==> src/rtl/mem_arbiter_pkg.sv <==
// Shared encodings for the unified-memory arbiter: FSM states and owner codes.
// Imported by mem_arbiter and arb_select.
package mem_arbiter_pkg;

    typedef enum logic [1:0] {
        ARB_IDLE   = 2'b00,
        ARB_ACCESS = 2'b01,
        ARB_DONE   = 2'b10
    } arbState_e;

    localparam logic [1:0] OWN_NONE = 2'b00;
    localparam logic [1:0] OWN_CORE = 2'b01;
    localparam logic [1:0] OWN_LDR  = 2'b10;

endpackage

==> src/rtl/mem_arbiter_select.sv <==
// Combinational winner selection between the core and loader requests.
// ARB_ROUND_ROBIN_EN selects round-robin tie breaking; otherwise the loader always wins ties.
import mem_arbiter_pkg::*;

module arb_select (
    input  logic       core_req_i,
    input  logic       ldr_req_i,
`ifdef ARB_ROUND_ROBIN_EN
    input  logic       last_ldr_i,
`endif
    output logic [1:0] winner_o
);

    always_comb begin
        winner_o = OWN_NONE;
        if (core_req_i && ldr_req_i) begin
`ifdef ARB_ROUND_ROBIN_EN
            // On a tie the port that did not win the previous grant goes next.
            winner_o = last_ldr_i ? OWN_CORE : OWN_LDR;
`else
            winner_o = OWN_LDR;
`endif
        end else if (ldr_req_i) begin
            winner_o = OWN_LDR;
        end else if (core_req_i) begin
            winner_o = OWN_CORE;
        end
    end

endmodule

==> src/rtl/mem_arbiter.sv <==
// Two-requester arbiter (core / program loader) for the unified memory, one access at a time.
// Define ARB_ROUND_ROBIN_EN for round-robin ties; default is fixed loader priority.
import mem_arbiter_pkg::*;

module mem_arbiter #(
    parameter int ADDR_W = 32,
    parameter int DATA_W = 32
) (
    input  logic              clk,
    input  logic              reset,
    input  logic              core_req,
    input  logic              core_we,
    input  logic [ADDR_W-1:0] core_addr,
    input  logic [DATA_W-1:0] core_wdata,
    output logic [DATA_W-1:0] core_rdata,
    output logic              core_ack,
    input  logic              ldr_req,
    input  logic              ldr_we,
    input  logic [ADDR_W-1:0] ldr_addr,
    input  logic [DATA_W-1:0] ldr_wdata,
    output logic [DATA_W-1:0] ldr_rdata,
    output logic              ldr_ack,
    output logic              mem_req,
    output logic              mem_we,
    output logic [ADDR_W-1:0] mem_addr,
    output logic [DATA_W-1:0] mem_wdata,
    input  logic [DATA_W-1:0] mem_rdata,
    input  logic              mem_ready,
    output logic [1:0]        owner,
    output logic              busy
);

    arbState_e  state_q;
    logic [1:0] winner_d;

`ifdef ARB_ROUND_ROBIN_EN
    logic lastLdr_q;
`endif

    arb_select u_select (
        .core_req_i (core_req),
        .ldr_req_i  (ldr_req),
`ifdef ARB_ROUND_ROBIN_EN
        .last_ldr_i (lastLdr_q),
`endif
        .winner_o   (winner_d)
    );

    // Every output is a flop, so requester inputs and mem_ready never reach an output combinationally.
    always_ff @(posedge clk or posedge reset) begin
        if (reset) begin
            state_q    <= ARB_IDLE;
            mem_req    <= 1'b0;
            mem_we     <= 1'b0;
            mem_addr   <= '0;
            mem_wdata  <= '0;
            core_rdata <= '0;
            ldr_rdata  <= '0;
            core_ack   <= 1'b0;
            ldr_ack    <= 1'b0;
            owner      <= OWN_NONE;
            busy       <= 1'b0;
`ifdef ARB_ROUND_ROBIN_EN
            lastLdr_q  <= 1'b0;
`endif
        end else begin
            core_ack <= 1'b0;
            ldr_ack  <= 1'b0;
            case (state_q)
                ARB_IDLE: begin
                    if (winner_d != OWN_NONE) begin
                        state_q <= ARB_ACCESS;
                        owner   <= winner_d;
                        busy    <= 1'b1;
                        mem_req <= 1'b1;
                        if (winner_d == OWN_LDR) begin
                            mem_we    <= ldr_we;
                            mem_addr  <= ldr_addr;
                            mem_wdata <= ldr_wdata;
                        end else begin
                            mem_we    <= core_we;
                            mem_addr  <= core_addr;
                            mem_wdata <= core_wdata;
                        end
`ifdef ARB_ROUND_ROBIN_EN
                        lastLdr_q <= (winner_d == OWN_LDR);
`endif
                    end
                end
                ARB_ACCESS: begin
                    if (mem_ready) begin
                        state_q <= ARB_DONE;
                        mem_req <= 1'b0;
                        mem_we  <= 1'b0;
                        if (owner == OWN_LDR) begin
                            ldr_ack <= 1'b1;
                            if (!mem_we) ldr_rdata <= mem_rdata;
                        end else begin
                            core_ack <= 1'b1;
                            if (!mem_we) core_rdata <= mem_rdata;
                        end
                    end
                end
                ARB_DONE: begin
                    state_q <= ARB_IDLE;
                    owner   <= OWN_NONE;
                    busy    <= 1'b0;
                end
                default: begin
                    state_q <= ARB_IDLE;
                    mem_req <= 1'b0;
                    mem_we  <= 1'b0;
                    owner   <= OWN_NONE;
                    busy    <= 1'b0;
                end
            endcase
        end
    end

endmodule
==> config.mk <==
export PLATFORM = sky130hd
export DESIGN_NAME = mem_arbiter
export DESIGN_NICKNAME = d
export VERILOG_FILES = /design/src/rtl/mem_arbiter_pkg.sv /design/src/rtl/mem_arbiter_select.sv /design/src/rtl/mem_arbiter.sv
export SDC_FILE = /design/constraint.sdc
export NUM_CORES = 1
export LEC_CHECK = 0
export ABC_CLOCK_PERIOD_IN_PS = 3350
export BUFFER_PORTS_ARGS = -buffer_cell sky130_fd_sc_hd__buf_2
export CORE_MARGIN = 3
export CORE_UTILIZATION = 42
export DETAILED_ROUTE_END_ITERATION = 7
export GPL_TIMING_DRIVEN = 1
export PLACE_DENSITY = 0.82
export SKIP_CTS_REPAIR_TIMING = 1
export SLEW_MARGIN = 20
export SYNTH_ARGS = -nofsm -noshare
export SYNTH_HDL_FRONTEND = slang
export SYNTH_HIERARCHICAL = 1
export SYNTH_SLANG_ARGS = --single-unit
==> constraint.sdc <==
create_clock -name clk -period 3.35 [get_ports clk]
set_input_delay 0 -clock clk [delete_from_list [all_inputs] [get_ports clk]]
set_output_delay 0 -clock clk [all_outputs]
set_load 0.03 [all_outputs]
==> impl_metrics.yaml, run 1 <==
power:
  p_leak_nw: 5.13
  p_total_w: 0.00953
  peakVddDrop_uv: 443
  power_density_nw_per_um2: 963
placement:
  gp_congestion: 0.757
  dpl.hpwl_um: 11200
  io_buffers: 301
  placed_area_um2: 7700
  numPlacedInstances: 906
setup_path:
  cp_max_fo: 46
  arrival_ns: 2.96
  reg2reg_depth: 5
  start_kind: "input port"
  path_class: "input port to flip-flop"
  crit_required_ns: 3.64
  critical_path.endpoint_type: "flip-flop"
synth:
  synthesis.nets: 616
  yosysMostFrequentCell: "dfrtp_1"
  async_reset_ff_frac: 1.00
  netlist.area_leader.share: 0.559
  synthTopCellsByCount: "dfrtp_1, inv_1, mux2_4"
  synthCells: 449
  synth.area.top_cells: "dfrtp_1, mux2_4, mux2i_1"
  yosys.area.top_type: "dfrtp_1"
  avgSynthCellArea_um2: 13.7
  synthFlopType: "dfrtp_1"
  synth_edf_count: 0
  ys_types: 26
  ys_seq_area_frac: 0.559
  syn_area_um2: 6130
  yosysWarnings: 6
  ys_ff_latch: 137
cells_and_area:
  fill_cells: 876
  layoutNonFillerInstCount: 1102
  layout-drive-gt1-share: 0.464
  layout.nets: 1076
  finalInstanceArea_um2: 9910
  area_delta_synth_final_pct: 61.5
routing:
  wl_per_cell_um: 18.5
  drtIter0Drc: 242
  via_per_inst: 5.01
  dr.pass1.iters: 4
  ant_nets: 0
  wl_um: 20400
  drc: 0
  vias: 5518
min_path:
  holdPathStages: 3
  hp-class: "input port to flip-flop"
sta:
  slew_violations: 0
  finalSetupViolCount: 0
  fmax_mhz: 375
  finalHoldViolCount: 1
  tightest_slew_ns: 1.12
  period_minus_slack_ns: 2.67
  whs_ns: -0.0345
  maxSlewHeadroom: 0.250
  skew_ns: 0.00912
  fin_crit_sh: 0.797
  rsz0062_at_grt: "false"
  tns_ns: 0
clocking:
  cts.path.max_buffers: 2
  cts_made_buffers: 17
  cts_tree: "yes"
  clkLatencyLatePin_ns: 0.41
  htreeDepth: 4
  root_buffer: "clkbuf_16"
  path_clk_slew_ns: 0.06
  clock_sinks: 137
die:
  rows: 43
  chipWidth_um: 127
  io_pins: 302
  dieHeight_um: 127
  initial_core_util: 0.435
  core_area_um2: 14100
  die_area_um2: 16100
grt:
  grt-ovfl-total: 0
  grt_pass1_vias: 4578
  antenna_found_initial: 1
  grt_pass1_wl_um: 23500
  grt_use_total: 0.186
  grt_max_degree: 70
run_status:
  violations: "hold timing"
  status: "complete, but fails checks"
flow_run:
  cap_violations: 0
==> through the flow <==
step                 util  worst slack (ns)
floorplan               -              1.53
global placement    0.546              1.19
detailed placement  0.546              1.14
CTS                 0.586              1.12
global route        0.703             0.587
finish              0.703             0.681
==> logic make-up after synthesis <==
| group | synth area share |
|---|---|
| AO/OA/AOI/OAI | 0.0671 |
| buffers and inverters | 0.0786 |
| flip-flops | 0.559 |
| multiplexers | 0.275 |
| AND/OR/NAND/NOR | 0.0206 |
==> final timing paths <==
path,slack (ns),endpoint,startpoint
worst min register to register,0.51,core_rdata[5]$_DFFE_PP0P_,core_rdata[5]$_DFFE_PP0P_
worst max-delay path,0.68,mem_addr[21]$_DFFE_PP0P_,ldr_req
worst max register to register,1.02,mem_wdata[22]$_DFFE_PP0P_,state_q[0]$_DFFE_PP0P_
worst min-delay path,-0.03,mem_wdata[31]$_DFFE_PP0P_,ldr_wdata[31]
min in group asynchronous,0.33,core_rdata[0]$_DFFE_PP0P_,reset
max in group asynchronous,2.17,mem_wdata[5]$_DFFE_PP0P_,reset
==> registers in the layout, summed over array words and instances, names as in the netlist <==
signal      cells
mem_we          1
ldr_rdata      32
core_rdata     32
ldr_ack         1
state_q         2
mem_req         1
mem_addr       32
mem_wdata      32
busy            1
core_ack        1
owner           2
==> area by class of cell <==
type / count / area, µm² / share of cell area
clock buffers: 20 / 467 / 0.0471
diodes: 1 / 2.50 / 0.000253
clock inverters: 11 / 97.6 / 0.00985
inverters: 60 / 229 / 0.0231
multi-input cells: 221 / 2240 / 0.226
flip-flops and latches: 137 / 3430 / 0.346
well taps: 180 / 225 / 0.0227
repair buffers: 472 / 3210 / 0.324
==> power breakdown <==
part / total [W] / internal (W) / switching (W)
Clock: 0.00177 / 0.00107 / 0.000701
Combinational: 0.00478 / 0.00187 / 0.00290
Sequential: 0.00299 / 0.00248 / 0.000505
==> placed cells by master, fill, tap and decap left out, types with 2 or more instances in the layout <==
master / synthesis / layout
dfrtp_1: 137 / 137
buf_4: 1 / 6
o21ai_0: 3 / 3
nand2_1: 2 / 2
o21ba_2: 2 / 2
buf_2: 13 / 301
clkinvlp_4: 0 / 5
dlygate4sd3_1: 0 / 164
clkbuf_8: 0 / 3
nor2b_1: 3 / 2
mux2_4: 60 / 60
nor2_1: 6 / 6
inv_1: 60 / 59
mux2i_1: 58 / 58
o22ai_1: 58 / 58
mux2_2: 18 / 18
clkinv_2: 0 / 4
clkbuf_16: 0 / 17
or3_2: 0 / 2
==> critical path, stage by stage <==
cell,delay [ns]
dlygate4sd3_1,0.53
buf_2,0.14
nor2b_1,0.11
nor2b_4,0.88
mux2_2,0.44
dlygate4sd3_1,0.57
mux2_2,0.27
==> routing by layer <==
metal / vias up / track usage / wire (µm)
li1: 2493 / - / -
met1: 2626 / 0.231 / 7440
met2: 311 / 0.297 / 10300
met3: 88 / 0.0644 / 1650
met4: 0 / 0.0738 / 950
met5: - / 0 / 0
Note: power is estimated with default switching activity, not from simulation.
==> run 2, diff against run 1 <==
--- a/config.mk
+++ b/config.mk
@@ -5,13 +5,13 @@
 export SDC_FILE = /design/constraint.sdc
 export NUM_CORES = 1
 export LEC_CHECK = 0
-export ABC_CLOCK_PERIOD_IN_PS = 3350
+export ABC_CLOCK_PERIOD_IN_PS = 2740
 export BUFFER_PORTS_ARGS = -buffer_cell sky130_fd_sc_hd__buf_2
 export CORE_MARGIN = 3
-export CORE_UTILIZATION = 42
+export CORE_UTILIZATION = 46
 export DETAILED_ROUTE_END_ITERATION = 7
 export GPL_TIMING_DRIVEN = 1
-export PLACE_DENSITY = 0.82
+export PLACE_DENSITY = 0.85
 export SKIP_CTS_REPAIR_TIMING = 1
 export SLEW_MARGIN = 20
 export SYNTH_ARGS = -nofsm -noshare
==> constraint.sdc (replaced) <==
create_clock -name clk -period 2.74 [get_ports clk]
set_input_delay 0 -clock clk [delete_from_list [all_inputs] [get_ports clk]]
set_output_delay 0 -clock clk [all_outputs]
set_load 0.03 [all_outputs]
==> impl_metrics.yaml, run 2 (synthesis results as in run 1) <==
routing:
  ant_nets: 0
  drtIter0Drc: 401
  via_per_inst: 5.06
  wl_per_cell_um: 19.2
  dr.pass1.iters: 4
  vias: 5547
  wl_um: 21000
  drc: 0
sta:
  maxSlewHeadroom: 0.595
  tns_ns: 0
  finalSetupViolCount: 0
  tightest_slew_ns: 0.607
  fmax_mhz: 397
  fin_crit_sh: 0.919
  slew_violations: 0
  rsz0062_at_grt: "false"
  skew_ns: 0.0131
  period_minus_slack_ns: 2.52
  finalHoldViolCount: 0
clocking:
  clkLatencyLatePin_ns: 0.41
  cts_made_buffers: 17
  root_buffer: "clkbuf_16"
  cts.path.max_buffers: 2
  path_clk_slew_ns: 0.06
  htreeDepth: 4
  clock_sinks: 137
  cts_tree: "yes"
cells_and_area:
  seqCellArea_um2: 3430
  layout_commonest_cell: "buf_2"
  fill_cells: 694
  layout.nets: 1079
  multi_input_area_um2: 2240
  area_delta_synth_final_pct: 63.4
  mostFrequentLayoutCells: "buf_2, dlygate4sd3_1, dfrtp_1"
  layout-drive-gt1-share: 0.467
  antennaDiodeCount: 0
power:
  p_int_w: 0.00698
  peakVddDrop_uv: 875
  sequentialPowerShare: 0.305
  p_leak_nw: 5.21
  p_total_w: 0.0121
  power_density_nw_per_um2: 1210
  p_sw_w: 0.00514
  switching_share: 0.424
  power.share.clock: 0.210
  pwr-share-comb: 0.485
die:
  rows: 41
  core_area_um2: 12800
  dieHeight_um: 121
  chipWidth_um: 121
  initial_core_util: 0.478
  io_pins: 302
  die_area_um2: 14800
setup_path:
  crit_required_ns: 3.06
  start_kind: "input port"
  arrival_ns: 2.84
  cp_max_fo: 44
  path_class: "input port to flip-flop"
  critical_path.endpoint_type: "flip-flop"
grt:
  grt-ovfl-total: 0
  antenna_found_initial: 0
  grt_use_total: 0.213
  grt_pass1_vias: 4779
  grt_pass1_wl_um: 24300
  grt_max_degree: 83
placement:
  dpl.hpwl_um: 11300
  io_buffers: 301
  gp_congestion: 0.755
flow_run:
  cap_violations: 0
min_path:
  hp-class: "input port to flip-flop"
run_status:
  status: "complete, no violations"
-- run 2: cell types whose count changed in the layout (fill, tap and decap cells not counted), sizes merged --
cell / delta
buf: +4
bufinv: +4
clkbuf: -2
clkinv: +1
clkinvlp: -4
diode: -1
dlygate4sd3: -1
inv: +2
-- run 2: layout make-up --
type / count / area share
clock inverter: 14 / 0.0217
clock buffer: 18 / 0.0438
inverter: 60 / 0.0229
tap: 172 / 0.0215
sequential: 137 / 0.342
timing repair buffer: 475 / 0.324
multi-input combinational: 221 / 0.224
-- run 2: power by group through the flow --
stage / clock network, W / registers [W] / logic [W]
after floorplan: 0 / 0.00553 / 0.00203
after global placement: 0 / 0.00360 / 0.00535
after detailed placement: 0 / 0.00363 / 0.00548
after CTS: 0.00257 / 0.00364 / 0.00552
after global routing: 0.00267 / 0.00379 / 0.00619
final: 0.00254 / 0.00369 / 0.00588
-- run 2: metal layers --
metal	wire length (µm)	global-route usage	vias to the layer above
li1	-	-	2491
met1	7790	0.257	2701
met5	0	0	-
met2	11200	0.362	303
met4	614	0.0644	0
met3	1440	0.0713	52
-- run 2: critical path: stages --
cell and delay [ns]:
dlygate4sd3_1 0.54, buf_2 0.15, nor2b_1 0.38, nor3b_4 0.31
buf_4 0.44, o22ai_1 0.18, dlygate4sd3_1 0.63, mux2i_1 0.19
-- run 2: metrics by stage --
stage / cell area (µm²) / hold WS [ns] / setup slack [ns] / std cells / utilization
floorplan: 6140 / 0.140 / 0.923 / 449 / -
CTS: 8390 / -0.468 / 0.771 / 934 / 0.654
global placement: 7730 / -0.0333 / 0.828 / 902 / 0.603
detailed placement: 7730 / -0.0236 / 0.774 / 902 / 0.603
finish: 10000 / 0.0130 / 0.222 / 1097 / 0.781
global route: 10000 / 0.00474 / 0.123 / 1097 / 0.781
-- run 2: final timing paths --
| check | start | end | slack (ns) | depth (start not counted) |
|---|---|---|---|---|
| worst max-delay path | ldr_req | mem_addr[10]$_DFFE_PP0P_ | 0.22 | 8 |
| worst min-delay path | core_we | mem_we$_DFFE_PP0P_ | 0.01 | 3 |
| worst max register to register | state_q[0]$_DFFE_PP0P_ | mem_addr[10]$_DFFE_PP0P_ | 0.38 | 5 |
| worst min register to register | ldr_rdata[31]$_DFFE_PP0P_ | ldr_rdata[31]$_DFFE_PP0P_ | 0.50 | 1 |
| max in group asynchronous | reset | mem_addr[13]$_DFFE_PP0P_ | 1.77 | 4 |
| min in group asynchronous | reset | mem_addr[23]$_DFFE_PP0P_ | 0.11 | 3 |
==> run 3, diff against run 2 <==
--- a/config.mk
+++ b/config.mk
@@ -12,6 +12,7 @@
 export DETAILED_ROUTE_END_ITERATION = 7
 export GPL_TIMING_DRIVEN = 1
 export PLACE_DENSITY = 0.85
+export REMOVE_ABC_BUFFERS = 1
 export SKIP_CTS_REPAIR_TIMING = 1
 export SLEW_MARGIN = 20
 export SYNTH_ARGS = -nofsm -noshare
==> impl_metrics.yaml, run 3 (synthesis results as in run 1) <==
run_status:
  status: "complete, no violations"
sta:
  rsz0062_at_grt: "false"
  tightest_slew_ns: 0.661
  period_minus_slack_ns: 2.47
  worst_slack_ns: 0.274
  fmax_mhz: 405
  slew_violations: 0
  fin_crit_sh: 0.900
  maxSlewHeadroom: 0.559
  finalSetupViolCount: 0
  finalHoldViolCount: 0
  whs_ns: 0.195
  skew_ns: 0.00658
placement:
  io_buffers: 301
  numPlacedInstances: 900
  dpl_worst_slack_ns: 0.752
  dpl.hpwl_um: 11400
  gp_congestion: 0.778
  placed_area_um2: 7720
clocking:
  clkLatencyLatePin_ns: 0.41
  clock_sinks: 137
  cts.path.max_buffers: 2
  path_clk_slew_ns: 0.06
  cts_made_buffers: 17
  htreeDepth: 4
  cts_tree: "yes"
  root_buffer: "clkbuf_16"
routing:
  wl_um: 21600
  wl_per_cell_um: 19.7
  dr.pass1.iters: 5
  ant_nets: 0
  drtIter0Drc: 335
  vias: 5626
  via_per_inst: 5.14
  drc: 0
cells_and_area:
  multi_input_area_um2: 2240
  seqCellArea_um2: 3430
  fill_cells: 680
  layout_commonest_cell: "buf_2"
  antennaDiodeCount: 0
  layout-drive-gt1-share: 0.462
  layout.nets: 1079
  area_delta_synth_final_pct: 62.6
  finalInstanceArea_um2: 9970
  layoutNonFillerInstCount: 1095
  mostFrequentLayoutCells: "buf_2, dlygate4sd3_1, dfrtp_1"
die:
  initial_core_util: 0.478
  core_area_um2: 12800
  dieHeight_um: 121
  rows: 41
  io_pins: 302
  die_area_um2: 14800
  chipWidth_um: 121
setup_path:
  start_kind: "input port"
  crit_required_ns: 3.05
  cpMostUsedCell: "dlygate4sd3_1"
  critical_path.endpoint_type: "flip-flop"
  slowest_stage: "dlygate4sd3_1"
  r2r_slack_ns: 0.36
  path_class: "input port to flip-flop"
  cp_max_fo: 58
  reg2reg_depth: 5
  timing.rr.end: "mem_addr[4]$_DFFE_PP0P_"
  crit_chain: "dlygate4sd3_1 > buf_2 > nor2b_1 > nor3b_4 > buf_4 > o22ai_1 > dlygate4sd3_1 > mux2i_1"
  arrival_ns: 2.78
  cp_slowest_stage_delay_ns: 0.62
  r2r-start: "state_q[0]$_DFFE_PP0P_"
power:
  peakVddDrop_uv: 963
  power_density_nw_per_um2: 1200
  p_leak_nw: 5.18
  p_total_w: 0.0120
grt:
  grt_pass1_wl_um: 23700
  antenna_found_initial: 0
  grt_max_degree: 60
  grt_use_total: 0.210
  grt_pass1_vias: 4680
  grt-ovfl-total: 0
flow_run:
  cap_violations: 0
min_path:
  hp-class: "input port to async pin"
## run 3: worst max-delay path, delay by kind of cell
family                 cells  cell delay, ns
AO/OA/AOI/OAI              1            0.19
buffers and inverters      4            1.82
multiplexers               1            0.18
AND/OR/NAND/NOR            2            0.55
## run 3: layout make-up
| class | count | area share |
|---|---|---|
| clock buffers | 23 | 0.0489 |
| clock inverters | 7 | 0.0117 |
| inverters | 60 | 0.0231 |
| multi-input cells | 221 | 0.225 |
| flip-flops and latches | 137 | 0.344 |
| well taps | 172 | 0.0216 |
| repair buffers | 475 | 0.326 |
## run 3: per-stage QoR
stage | utilization | setup TNS, ns
after global placement | 0.602 | 0
after CTS | 0.649 | 0
final | 0.778 | 0
after global routing | 0.778 | 0
after floorplan | - | -433.18
after detailed placement | 0.602 | 0
## run 3: power breakdown
part           internal [W]  switching, W  total [W]
Clock               0.00152      0.000829    0.00235
Combinational       0.00230       0.00363    0.00593
Sequential          0.00303      0.000681    0.00372
Total               0.00685       0.00514     0.0120
## run 3: routing by layer
metal,part of all wire,up-vias,global-route usage
met4,0.034,0,0.0721
met2,0.52,353,0.360
li1,-,2489,-
met1,0.37,2717,0.245
met5,0,-,0
met3,0.084,67,0.0718
## run 3: worst max-delay path by stage
stage	start	end	slack, ns	depth (start not counted)
finish	ldr_req	mem_addr[4]$_DFFE_PP0P_	0.27	8
detailed placement	state_q[1]$_DFFE_PP0P_	core_rdata[29]$_DFFE_PP0P_	0.75	4
global route	ldr_req	mem_addr[4]$_DFFE_PP0P_	0.18	8
global placement	state_q[1]$_DFFE_PP0P_	core_rdata[4]$_DFFE_PP0P_	0.82	4
floorplan	state_q[1]$_DFFE_PP0P_	mem_addr[0]$_DFFE_PP0P_	-4.88	2
CTS	state_q[1]$_DFFE_PP0P_	core_rdata[22]$_DFFE_PP0P_	0.72	4
